<file path="config.mk">
export PLATFORM = sky130hd
export DESIGN_NAME = rocket_game_ctl
export DESIGN_NICKNAME = d
export VERILOG_FILES = /design/src/rtl/rocket_game_ctl_pkg.sv /design/src/rtl/rocket_game_ctl_fuel_meter.sv /design/src/rtl/rocket_game_ctl.sv
export SDC_FILE = /design/constraint.sdc
export NUM_CORES = 1
export LEC_CHECK = 0
export BUFFER_PORTS_ARGS = -buffer_cell sky130_fd_sc_hd__buf_4
export CORE_ASPECT_RATIO = 1.4
export CORE_UTILIZATION = 51
export DETAILED_ROUTE_END_ITERATION = 10
export GPL_TIMING_DRIVEN = 0
export PLACE_DENSITY_LB_ADDON = 0.08
export SKIP_LAST_GASP = 1
export SLEW_MARGIN = 20
export SYNTH_ARGS = -nofsm -noshare
export SYNTH_HDL_FRONTEND = slang
export SYNTH_HIERARCHICAL = 1
export SYNTH_SLANG_ARGS = --single-unit
export TNS_END_PERCENT = 50
</file>
<file path="constraint.sdc">
create_clock -name clk -period 7.77 [get_ports clk]
set_input_delay 0.777 -clock clk [delete_from_list [all_inputs] [get_ports clk]]
set_output_delay 0.777 -clock clk [all_outputs]
set_load 0.02 [all_outputs]
</file>
<file path="src/rtl/rocket_game_ctl_pkg.sv">
// Shared definitions for the rocket game sequencer and the HUD that reads it.
// Contents:
//   game_state_t   - 3-bit state codes presented on game_state
//   PAD_X_*_DEF    - default landing pad bounds (x_pos units)
//   FUEL_MAX_DEF   - fuel units loaded at each ARM
//   LIVES_INIT_DEF - lives at game start
//   sat_inc8 / sat_dec3 - saturating counter helpers for score and lives
package rocket_game_ctl_pkg;

  typedef enum logic [2:0] {
    ST_IDLE      = 3'd0,
    ST_ARM       = 3'd1,
    ST_PLAY      = 3'd2,
    ST_LAND_OK   = 3'd3,
    ST_CRASH     = 3'd4,
    ST_GAME_OVER = 3'd5
  } game_state_t;

  localparam logic [11:0] PAD_X_MIN_DEF  = 12'd600;
  localparam logic [11:0] PAD_X_MAX_DEF  = 12'd700;
  localparam int unsigned FUEL_MAX_DEF   = 32'd255;
  localparam int unsigned LIVES_INIT_DEF = 32'd3;

  // Score counts up and sticks at 255 rather than wrapping.
  function automatic logic [7:0] sat_inc8(input logic [7:0] v);
    if (v == 8'hFF) begin
      return v;
    end else begin
      return v + 8'd1;
    end
  endfunction

  // Lives count down and stick at 0.
  function automatic logic [2:0] sat_dec3(input logic [2:0] v);
    if (v == 3'd0) begin
      return v;
    end else begin
      return v - 3'd1;
    end
  endfunction

endpackage

</file>
<file path="src/rtl/rocket_game_ctl_fuel_meter.sv">
// Fuel meter: a tick counter that advances on every cycle of thrust and a
// fuel register that loses one unit each time the counter wraps.
// Ports:
//   clk, rst  - clock, asynchronous active-high reset (fuel=FUEL_MAX, ticks=0)
//   load      - reload fuel to FUEL_MAX and clear the tick counter
//   burn_en   - thrust is being applied this cycle
//   empty     - fuel is zero after this edge (look-ahead, combinational)
//   fuel      - remaining fuel, registered
module rocket_game_ctl_fuel_meter
  import rocket_game_ctl_pkg::*;
#(
  parameter int unsigned FUEL_MAX  = FUEL_MAX_DEF,
  parameter int unsigned FUEL_TICK = 32'd1000000
) (
  input  logic       clk,
  input  logic       rst,
  input  logic       load,
  input  logic       burn_en,
  output logic       empty,
  output logic [7:0] fuel
);

  localparam int unsigned TICK_W = (FUEL_TICK > 32'd1) ? $clog2(FUEL_TICK) : 32'd1;
  localparam logic [TICK_W-1:0] TICK_LAST =
    (FUEL_TICK > 32'd0) ? TICK_W'(FUEL_TICK - 32'd1) : '0;
  localparam logic [7:0] FUEL_LOAD = 8'(FUEL_MAX);

  logic [TICK_W-1:0] tick_r;
  logic [TICK_W-1:0] tick_next_s;
  logic [7:0]        fuel_r;
  logic [7:0]        fuel_next_s;

  // Next tick/fuel values: load wins, burning stops once the tank is dry.
  always_comb begin
    tick_next_s = tick_r;
    fuel_next_s = fuel_r;
    if (load) begin
      tick_next_s = '0;
      fuel_next_s = FUEL_LOAD;
    end else if (burn_en && (fuel_r != 8'd0)) begin
      if (tick_r == TICK_LAST) begin
        tick_next_s = '0;
        fuel_next_s = fuel_r - 8'd1;
      end else begin
        tick_next_s = tick_r + 1'b1;
        fuel_next_s = fuel_r;
      end
    end else begin
      tick_next_s = tick_r;
      fuel_next_s = fuel_r;
    end
  end

  // Tick counter and fuel register.
  always_ff @(posedge clk or posedge rst) begin
    if (rst) begin
      tick_r <= '0;
      fuel_r <= FUEL_LOAD;
    end else begin
      tick_r <= tick_next_s;
      fuel_r <= fuel_next_s;
    end
  end

  // Look-ahead so the caller can drop thrust on the same edge fuel hits 0.
  assign empty = (fuel_next_s == 8'd0);
  assign fuel  = fuel_r;

endmodule

</file>
<file path="src/rtl/rocket_game_ctl.sv">
// Game-level sequencer above the rocket motion controller.
// Holds the rocket controller in reset outside PLAY, gates the player's
// buttons through to it, meters fuel, judges landings against the pad,
// keeps lives and score, and sequences round restart and game over.
// Ports:
//   clk, rst                    - clock, asynchronous active-high reset
//   start_btn                   - debounced start level (acts on rising edge)
//   up_in, left_in, right_in    - player controls
//   landed, collision, x_pos    - status from the rocket controller
//   up_o, left_o, right_o       - gated controls to the rocket controller
//   rocket_rst                  - reset to the rocket controller
//   game_state, lives, fuel, score, game_over - HUD/status outputs
// All outputs come straight from registers.
module rocket_game_ctl
  import rocket_game_ctl_pkg::*;
#(
  parameter int unsigned ARM_CYCLES   = 32'd16,
  parameter int unsigned PAUSE_CYCLES = 32'd50000000,
  parameter int unsigned FUEL_MAX     = FUEL_MAX_DEF,
  parameter int unsigned FUEL_TICK    = 32'd1000000,
  parameter int unsigned LIVES_INIT   = LIVES_INIT_DEF,
  parameter logic [11:0] PAD_X_MIN    = PAD_X_MIN_DEF,
  parameter logic [11:0] PAD_X_MAX    = PAD_X_MAX_DEF
) (
  input  logic        clk,
  input  logic        rst,
  input  logic        start_btn,
  input  logic        up_in,
  input  logic        left_in,
  input  logic        right_in,
  input  logic        landed,
  input  logic        collision,
  input  logic [11:0] x_pos,
  output logic        up_o,
  output logic        left_o,
  output logic        right_o,
  output logic        rocket_rst,
  output logic [2:0]  game_state,
  output logic [2:0]  lives,
  output logic [7:0]  fuel,
  output logic [7:0]  score,
  output logic        game_over
);

  // Timer is loaded with N-1 so a timed state is visible for exactly N cycles.
  localparam logic [31:0] ARM_LOAD =
    (ARM_CYCLES > 32'd0) ? 32'(ARM_CYCLES - 32'd1) : 32'd0;
  localparam logic [31:0] PAUSE_LOAD =
    (PAUSE_CYCLES > 32'd0) ? 32'(PAUSE_CYCLES - 32'd1) : 32'd0;
  localparam logic [2:0] LIVES_LOAD = 3'(LIVES_INIT);

  game_state_t state_r;
  game_state_t state_next_s;
  logic        start_q_r;
  logic        start_edge_s;
  logic        on_pad_s;
  logic        play_next_s;
  logic        land_entry_s;
  logic        crash_entry_s;
  logic        restart_s;
  logic [31:0] timer_r;
  logic [2:0]  lives_r;
  logic [7:0]  score_r;
  logic        up_o_r;
  logic        left_o_r;
  logic        right_o_r;
  logic        rocket_rst_r;
  logic        game_over_r;
  logic        fuel_load_s;
  logic        fuel_empty_s;
  logic [7:0]  fuel_s;

  assign start_edge_s  = start_btn & ~start_q_r;
  assign on_pad_s      = (x_pos >= PAD_X_MIN) && (x_pos <= PAD_X_MAX);
  assign play_next_s   = (state_next_s == ST_PLAY);
  assign land_entry_s  = (state_r == ST_PLAY) && (state_next_s == ST_LAND_OK);
  assign crash_entry_s = (state_r != ST_CRASH) && (state_next_s == ST_CRASH);
  assign restart_s     = (state_r == ST_GAME_OVER) && (state_next_s == ST_ARM);
  // Reload fuel on every ARM cycle, including the entry edge, so the HUD
  // shows a full tank for the whole arming period.
  assign fuel_load_s   = (state_next_s == ST_ARM);

  // Start button history for rising-edge detection.
  always_ff @(posedge clk or posedge rst) begin
    if (rst) begin
      start_q_r <= 1'b0;
    end else begin
      start_q_r <= start_btn;
    end
  end

  // State register.
  always_ff @(posedge clk or posedge rst) begin
    if (rst) begin
      state_r <= ST_IDLE;
    end else begin
      state_r <= state_next_s;
    end
  end

  // Next-state logic. Collision outranks landing, so a simultaneous
  // collision and touchdown is always a crash.
  always_comb begin
    state_next_s = state_r;
    case (state_r)
      ST_IDLE: begin
        if (start_edge_s) begin
          state_next_s = ST_ARM;
        end else begin
          state_next_s = ST_IDLE;
        end
      end
      ST_ARM: begin
        if (timer_r == 32'd0) begin
          state_next_s = ST_PLAY;
        end else begin
          state_next_s = ST_ARM;
        end
      end
      ST_PLAY: begin
        if (collision) begin
          state_next_s = ST_CRASH;
        end else if (landed && on_pad_s) begin
          state_next_s = ST_LAND_OK;
        end else if (landed) begin
          state_next_s = ST_CRASH;
        end else begin
          state_next_s = ST_PLAY;
        end
      end
      ST_LAND_OK: begin
        if (timer_r == 32'd0) begin
          state_next_s = ST_ARM;
        end else begin
          state_next_s = ST_LAND_OK;
        end
      end
      ST_CRASH: begin
        if ((timer_r == 32'd0) && (lives_r == 3'd0)) begin
          state_next_s = ST_GAME_OVER;
        end else if (timer_r == 32'd0) begin
          state_next_s = ST_ARM;
        end else begin
          state_next_s = ST_CRASH;
        end
      end
      ST_GAME_OVER: begin
        if (start_edge_s) begin
          state_next_s = ST_ARM;
        end else begin
          state_next_s = ST_GAME_OVER;
        end
      end
      default: begin
        state_next_s = ST_IDLE;
      end
    endcase
  end

  // Shared down-counter: loaded on entry to a timed state, counts to 0.
  always_ff @(posedge clk or posedge rst) begin
    if (rst) begin
      timer_r <= 32'd0;
    end else if (state_next_s != state_r) begin
      case (state_next_s)
        ST_ARM:              timer_r <= ARM_LOAD;
        ST_LAND_OK, ST_CRASH: timer_r <= PAUSE_LOAD;
        default:             timer_r <= 32'd0;
      endcase
    end else if (timer_r != 32'd0) begin
      timer_r <= timer_r - 32'd1;
    end else begin
      timer_r <= timer_r;
    end
  end

  // Lives and score bookkeeping on round outcomes and game restart.
  always_ff @(posedge clk or posedge rst) begin
    if (rst) begin
      lives_r <= LIVES_LOAD;
      score_r <= 8'd0;
    end else if (restart_s) begin
      lives_r <= LIVES_LOAD;
      score_r <= 8'd0;
    end else if (land_entry_s) begin
      lives_r <= lives_r;
      score_r <= sat_inc8(score_r);
    end else if (crash_entry_s) begin
      lives_r <= sat_dec3(lives_r);
      score_r <= score_r;
    end else begin
      lives_r <= lives_r;
      score_r <= score_r;
    end
  end

  // Registered outputs decoded from the next state so they line up with
  // game_state; thrust drops on the same edge the tank runs dry.
  always_ff @(posedge clk or posedge rst) begin
    if (rst) begin
      rocket_rst_r <= 1'b1;
      up_o_r       <= 1'b0;
      left_o_r     <= 1'b0;
      right_o_r    <= 1'b0;
      game_over_r  <= 1'b0;
    end else begin
      rocket_rst_r <= ~play_next_s;
      up_o_r       <= play_next_s & up_in & ~fuel_empty_s;
      left_o_r     <= play_next_s & left_in;
      right_o_r    <= play_next_s & right_in;
      game_over_r  <= (state_next_s == ST_GAME_OVER);
    end
  end

  rocket_game_ctl_fuel_meter #(
    .FUEL_MAX  (FUEL_MAX),
    .FUEL_TICK (FUEL_TICK)
  ) u_fuel_meter (
    .clk     (clk),
    .rst     (rst),
    .load    (fuel_load_s),
    .burn_en (up_o_r),
    .empty   (fuel_empty_s),
    .fuel    (fuel_s)
  );

  assign up_o       = up_o_r;
  assign left_o     = left_o_r;
  assign right_o    = right_o_r;
  assign rocket_rst = rocket_rst_r;
  assign game_state = state_r;
  assign lives      = lives_r;
  assign fuel       = fuel_s;
  assign score      = score_r;
  assign game_over  = game_over_r;

endmodule

</file>
==> impl_metrics.py, run 1 <==
metrics = {
    "clock_network": {
        "cts_tree": "yes",
        "numCtsBuffers": 9,
        "cts_resized": 0,
        "path_clk_slew_ns": 0.05,
        "hold_buffers": 0,
        "cts_setup_buffers": 0,
        "cts_root_buf": "clkbuf_16",
        "cts_num_sinks": 80,
        "cts.path.max_buffers": 2,
        "htree_levels": 3,
        "clock_latency_ns": 0.34,
    },
    "critical_path": {
        "arrival_ns": 4.23,
        "cp_max_fo": 10,
        "critical_path_class": "flop to flop",
        "cp.required_ns": 7.98,
        "reg2reg_slack_ns": 3.76,
        "cp-start-kind": "flop",
        "critPathCaptureType": "flop",
    },
    "sta": {
        "min_period_over_period_pct": 51.66,
        "slew_viol_final": 0,
        "final-hold-violation-count": 0,
        "relSlewSlack_pct": 49.79,
        "setup_tns_ns": 0,
        "tightest_slew_ns": 0.7462,
        "final-setup-viol-count": 0,
        "min_period_ns": 4.014,
        "fin_skew_ns": 0.004528,
        "rsz0062_at_grt": "false",
        "fmax_mhz": 249.1,
    },
    "detailed_routing": {
        "avgRoutedWirePerCell_um": 16.25,
        "firstDrtPassIters": 4,
        "via_per_inst": 5.796,
        "vias": 3802,
        "drc": 0,
        "ant_nets": 0,
        "drt_iter0_markers": 131,
        "wirelength_um": 10660,
    },
    "logic_synthesis": {
        "yosysMostFrequentCell": "dfrtp_1",
        "ys_seq_area_share_pct": 43.48,
        "ys_ff_latch": 80,
        "synth_cell_types": 69,
        "syn_avg_cell_area_um2": 9.480,
        "synth-warning-count": 6,
        "yosysTopAreaCell": "dfrtp_1",
        "synth_fp_nets": 516,
        "synth_area_um2": 4636,
        "async_flop_share_pct": 100.0,
        "synth_edf_count": 0,
        "postSynthCellCount": 489,
        "synthTopCellsByCount": "dfrtp_1 (69), nor2_1 (55), nand2_1 (34)",
        "synth.top_cells.by_area": "dfrtp_1 (37%), dfstp_2 (6.2%), xnor2_1 (5.1%)",
        "yosys_most_used_dff": "dfrtp_1",
        "synth_top_area_share_pct": 37.25,
    },
    "outcome": {
        "status": "finished clean",
    },
    "floorplan": {
        "coreArea_um2": 8708,
        "die_w_um": 82.58,
        "io_pins": 47,
        "row_count": 40,
        "die_h_um": 114.8,
        "start_util_pct": 53.23,
        "die-area_um2": 9480,
    },
    "power": {
        "leakage_nw": 2.347,
        "ir_drop_mv": 0.2031,
        "power_density_nw_per_um2": 294.7,
        "total_power_w": 0.001590,
    },
    "job": {
        "maxCapViolations": 0,
    },
    "final_layout": {
        "nFillCells": 763,
        "drive_gt1_share_pct": 19.78,
        "antenna_cells": 0,
        "final_nets": 573,
        "syn_to_final_growth_pct": 16.41,
        "finish.instance_area_um2": 5396,
    },
    "grt": {
        "grt_pass1_vias": 3856,
        "grt_max_degree": 53,
        "antenna_found_initial": 0,
        "grt_usage_pct": 24.91,
        "globalRoute.totalOverflow": 0,
        "grt_pass1_wl_um": 17920,
    },
    "placed_design": {
        "port-buffer-count": 46,
        "post-dp-hpwl_um": 7731,
        "place_area_um2": 5115,
        "gp_congestion": 0.8885,
    },
    "worst_hold_path": {
        "hp-class": "flop to flop",
    },
}
-- flip-flops by register name, indices dropped and copies added (netlist names) --
signal / cells
timer_r: 32
u_fuel_meter/tick_r: 20
score: 8
u_fuel_meter/fuel: 8
game_state: 3
lives: 3
game_over: 1
left_o: 1
right_o: 1
rocket_rst: 1
start_q_r: 1
up_o: 1
-- cells in the final DEF, fill, tap and decap left out, drive strengths merged, types with 5 or more instances in the layout --
| cell type | Yosys | final |
|---|---|---|
| dfrtp | 69 | 69 |
| buf | 11 | 57 |
| nor2 | 56 | 56 |
| nand2 | 34 | 34 |
| o21ai | 30 | 30 |
| xnor2 | 27 | 27 |
| clkbuf | 6 | 22 |
| nor3 | 21 | 21 |
| xor2 | 19 | 19 |
| nand3 | 19 | 19 |
| o22ai | 16 | 16 |
| inv | 15 | 15 |
| nand4 | 13 | 13 |
| nor4 | 13 | 13 |
| a21oi | 12 | 12 |
| dfstp | 11 | 11 |
| o31ai | 10 | 10 |
| and3 | 9 | 9 |
| nand2b | 8 | 8 |
| or3 | 8 | 8 |
| ha | 7 | 7 |
| and2 | 6 | 6 |
| nand3b | 6 | 6 |
| mux2i | 6 | 6 |
| nor2b | 5 | 5 |
| or4 | 5 | 5 |
| or2 | 5 | 5 |
-- per-layer routing --
metal	wire length (um)	global-route usage [%]	part of all wire, %	vias to the layer above
met2	5656	44.46	53	30
met3	380	5.714	3.6	14
li1	-	-	-	1888
met4	182	9.885	1.7	0
met5	0	0	0	-
met1	4442	28.09	42	1870
-- through the flow --
stage | instances | setup WS [ns] | hold slack [ns] | util (%)
6_report | 656 | 3.756 | 0.4731 | 61.97
3_3_place_gp | 640 | 3.833 | 0.4574 | 58.71
5_1_grt | 656 | 3.384 | 0.4906 | 61.97
4_1_cts | 656 | 3.783 | 0.4740 | 61.97
3_5_place_dp | 640 | 3.807 | 0.4587 | 58.74
2_1_floorplan | 489 | 4.547 | 0.4362 | -
-- worst max-delay path: stages, from the launching register on --
cell,delay (ns)
dfrtp_1,0.42
nor4_1,0.69
and4_1,0.37
nand3_4,0.16
o21ai_0,0.29
nand3_1,0.32
nor3_1,0.60
a21o_2,0.26
clkbuf_1,0.42
nor2_1,0.09
o21ai_0,0.18
o41ai_1,0.10
-- cells by family (layout without fill, tap and decap cells) --
family                     Yosys count  in the layout  synth area share, %
DFF                                 80             80                43.48
muxes                                6              6                1.296
adders and majority gates            7              7                1.889
and+or+nand+nor                    227            227                28.53
AOI/OAI and AO/OA                   91             91                12.66
xor gates and xnor gates            46             46                8.691
buffers and inverters               32             94                3.454
-- path summary, 6_finish.rpt --
kind,from,endpoint,cells past startpoint
worst max-delay path,timer_r[26],u_fuel_meter/tick_r[15],11
worst min-delay path,u_fuel_meter/tick_r[19],u_fuel_meter/tick_r[19],1
worst max register to register,timer_r[26],u_fuel_meter/tick_r[15],11
worst min register to register,u_fuel_meter/tick_r[19],u_fuel_meter/tick_r[19],1
max in group asynchronous,rst,timer_r[27],2
min in group asynchronous,rst,u_fuel_meter/tick_r[14],2
-- report_power, final --
group	switching [W]	internal (W)	leakage [nW]
combinational	0.000375	0.000232	1.16
clock	0.000160	0.000243	0.137
sequential	0.0000804	0.000499	1.05
total	0.000615	0.000975	2.35
-- layout make-up --
cell class	instances	area (um2)	share of cell area (%)
well taps	105	131.4	2.434
clock buffers	16	281.5	5.217
repair buffers	46	345.3	6.399
flip-flops and latches	80	2016	37.35
inverters	15	58.81	1.090
plain buffers	17	103.9	1.924
multi-input cells	377	2460	45.58
Power figures use the tool's default switching activity.
==> inputs of run 2 (changes only) <==
==> constraint.sdc (replaced) <==
create_clock -name clk -period 4.15 [get_ports clk]
set_input_delay 0.415 -clock clk [delete_from_list [all_inputs] [get_ports clk]]
set_output_delay 0.415 -clock clk [all_outputs]
set_load 0.02 [all_outputs]
==> run 2 against run 1 <==
Fmax increased by 5.7%. Non-clock buffer count unchanged. Sequential power is 88% higher. Critical path type unchanged. Largest power group unchanged.
==> impl_metrics.py, run 2 (synthesized netlist as in run 1, its figures left out) <==
metrics = {
    "final_layout": {
        "mostFrequentLayoutCells": "dfrtp_1 (69), nor2_1 (55), buf_4 (49), nand2_1 (34)",
        "layout_commonest_cell": "dfrtp_1",
        "top_register": "timer_r",
        "final_nets": 573,
        "post-route-util_pct": 62.10,
        "drive_gt1_share_pct": 20.15,
        "syn_to_final_growth_pct": 16.65,
        "top_regs": "timer_r (32), u_fuel_meter/tick_r (20)",
        "antenna_cells": 0,
        "largest_reg_flops": 32,
    },
    "floorplan": {
        "die-area_um2": 9480,
        "die_h_um": 114.8,
        "coreArea_um2": 8708,
        "row_count": 40,
        "start_util_pct": 53.23,
        "io_pins": 47,
        "die_w_um": 82.58,
    },
    "clock_network": {
        "cts.path.max_buffers": 2,
        "numCtsBuffers": 9,
        "htree_levels": 3,
        "cts_root_buf": "clkbuf_16",
        "clock_latency_ns": 0.34,
        "path_clk_slew_ns": 0.06,
        "cts_num_sinks": 80,
        "cts_setup_buffers": 0,
        "cts_tree": "yes",
    },
    "grt": {
        "antenna_found_initial": 0,
        "grt_pass1_wl_um": 17920,
        "grt_usage_pct": 24.91,
        "grt_pass1_vias": 3856,
        "grt_max_degree": 53,
        "globalRoute.totalOverflow": 0,
    },
    "critical_path": {
        "reg2reg_slack_ns": 0.35,
        "critPathCaptureType": "flop",
        "crit_chain": "or3_4 > nor4_4 > nand3_4 > o21ai_0 > nand3_1 > nor3_2 > a21o_2 > clkbuf_1 > nor2_1 > o21ai_0 > o41ai_1",
        "cp_top_family": "simple AND/OR/NAND/NOR gates",
        "worst-path-buf-inv": 1,
        "arrival_ns": 4.01,
        "cp_common_cell": "o21ai_0",
        "cp_max_fo": 10,
        "rr_worst_depth": 11,
        "r2r_start": "timer_r[4]",
        "max_stage_delay_ns": 0.51,
        "r2r-end": "u_fuel_meter/tick_r[15]",
        "critical_path_class": "flop to flop",
        "cp_slowest_cell": "nor4_4",
        "cp-start-kind": "flop",
        "cp.required_ns": 4.36,
    },
    "detailed_routing": {
        "firstDrtPassIters": 4,
        "ant_nets": 0,
        "wirelength_um": 10650,
        "drc": 0,
        "avgRoutedWirePerCell_um": 16.23,
        "vias": 3828,
        "drt_iter0_markers": 138,
        "via_per_inst": 5.835,
    },
    "placed_design": {
        "post-dp-hpwl_um": 7731,
        "port-buffer-count": 46,
        "gp_congestion": 0.8885,
    },
    "sta": {
        "setup_tns_ns": 0,
        "fin_skew_ns": 0.003685,
        "final-hold-violation-count": 0,
        "relSlewSlack_pct": 53.08,
        "rsz0062_at_grt": "false",
        "min_period_over_period_pct": 91.48,
        "tightest_slew_ns": 0.6974,
        "slew_viol_final": 0,
        "final-setup-viol-count": 0,
        "fmax_mhz": 263.4,
        "min_period_ns": 3.796,
    },
    "power": {
        "leakage_nw": 2.349,
        "power_density_nw_per_um2": 552.2,
        "ir_drop_mv": 0.3888,
    },
    "worst_hold_path": {
        "hp-class": "input pin to async pin",
    },
    "outcome": {
        "status": "finished clean",
    },
    "job": {
        "maxCapViolations": 0,
    },
}
==> run 2: worst max-delay path by stage <==
stage                      from                      end  slack, ns  cells past startpoint
floorplan           timer_r[10]  u_fuel_meter/tick_r[18]       0.93                     12
global placement    timer_r[26]  u_fuel_meter/tick_r[10]       0.27                     11
detailed placement  timer_r[26]  u_fuel_meter/tick_r[12]       0.19                     11
CTS                 timer_r[26]  u_fuel_meter/tick_r[12]       0.16                     11
global route         timer_r[0]   u_fuel_meter/tick_r[3]       0.04                     13
finish               timer_r[4]  u_fuel_meter/tick_r[15]       0.35                     11
==> run 2: metal layers <==
metal  global-route usage [%]  vias to the layer above  wire, um
li1                         -                     1891         -
met1                    28.09                     1890      4447
met2                    44.46                       35      5669
met3                    5.714                       12       350
met4                    9.885                        0       180
met5                        0                        -         0
==> run 2: area by class of cell <==
type / count / area [um2]
well taps: 105 / 131.4
inverters: 15 / 58.81
flip-flops and latches: 80 / 2016
clock buffers: 16 / 281.5
fillers: 761 / 3301
multi-input cells: 377 / 2471
repair buffers: 46 / 345.3
plain buffers: 17 / 103.9
==> run 2: through the flow <==
stage / instance area [um2] / hold slack, ns / power [W] / std cells / setup WS (ns)
after global placement: 5112 / 0.4574 / 0.002194 / 640 / 0.2709
after detailed placement: 5115 / 0.4587 / 0.002223 / 640 / 0.1871
final: 5408 / 0.1813 / 0.002986 / 656 / 0.3537
after floorplan: 4636 / 0.4362 / 0.001926 / 489 / 0.9268
after global routing: 5408 / 0.1994 / 0.003184 / 656 / 0.04343
after CTS: 5396 / 0.1946 / 0.002993 / 656 / 0.1632
==> run 2: repair_timing <==
action | in CTS | in global routing
resized for setup | 0 | 2
endpoints found under the setup margin | 0 | 12
hold buffers | 0 | 0
==> run 2: report_power, final <==
group          internal (W)  switching (W)  leakage [nW]  total (W)
Clock              0.000455       0.000297         0.137   0.000752
Sequential         0.000935       0.000154          1.05    0.00109
Combinational      0.000441       0.000705          1.17    0.00115
Total               0.00183        0.00116          2.35    0.00299
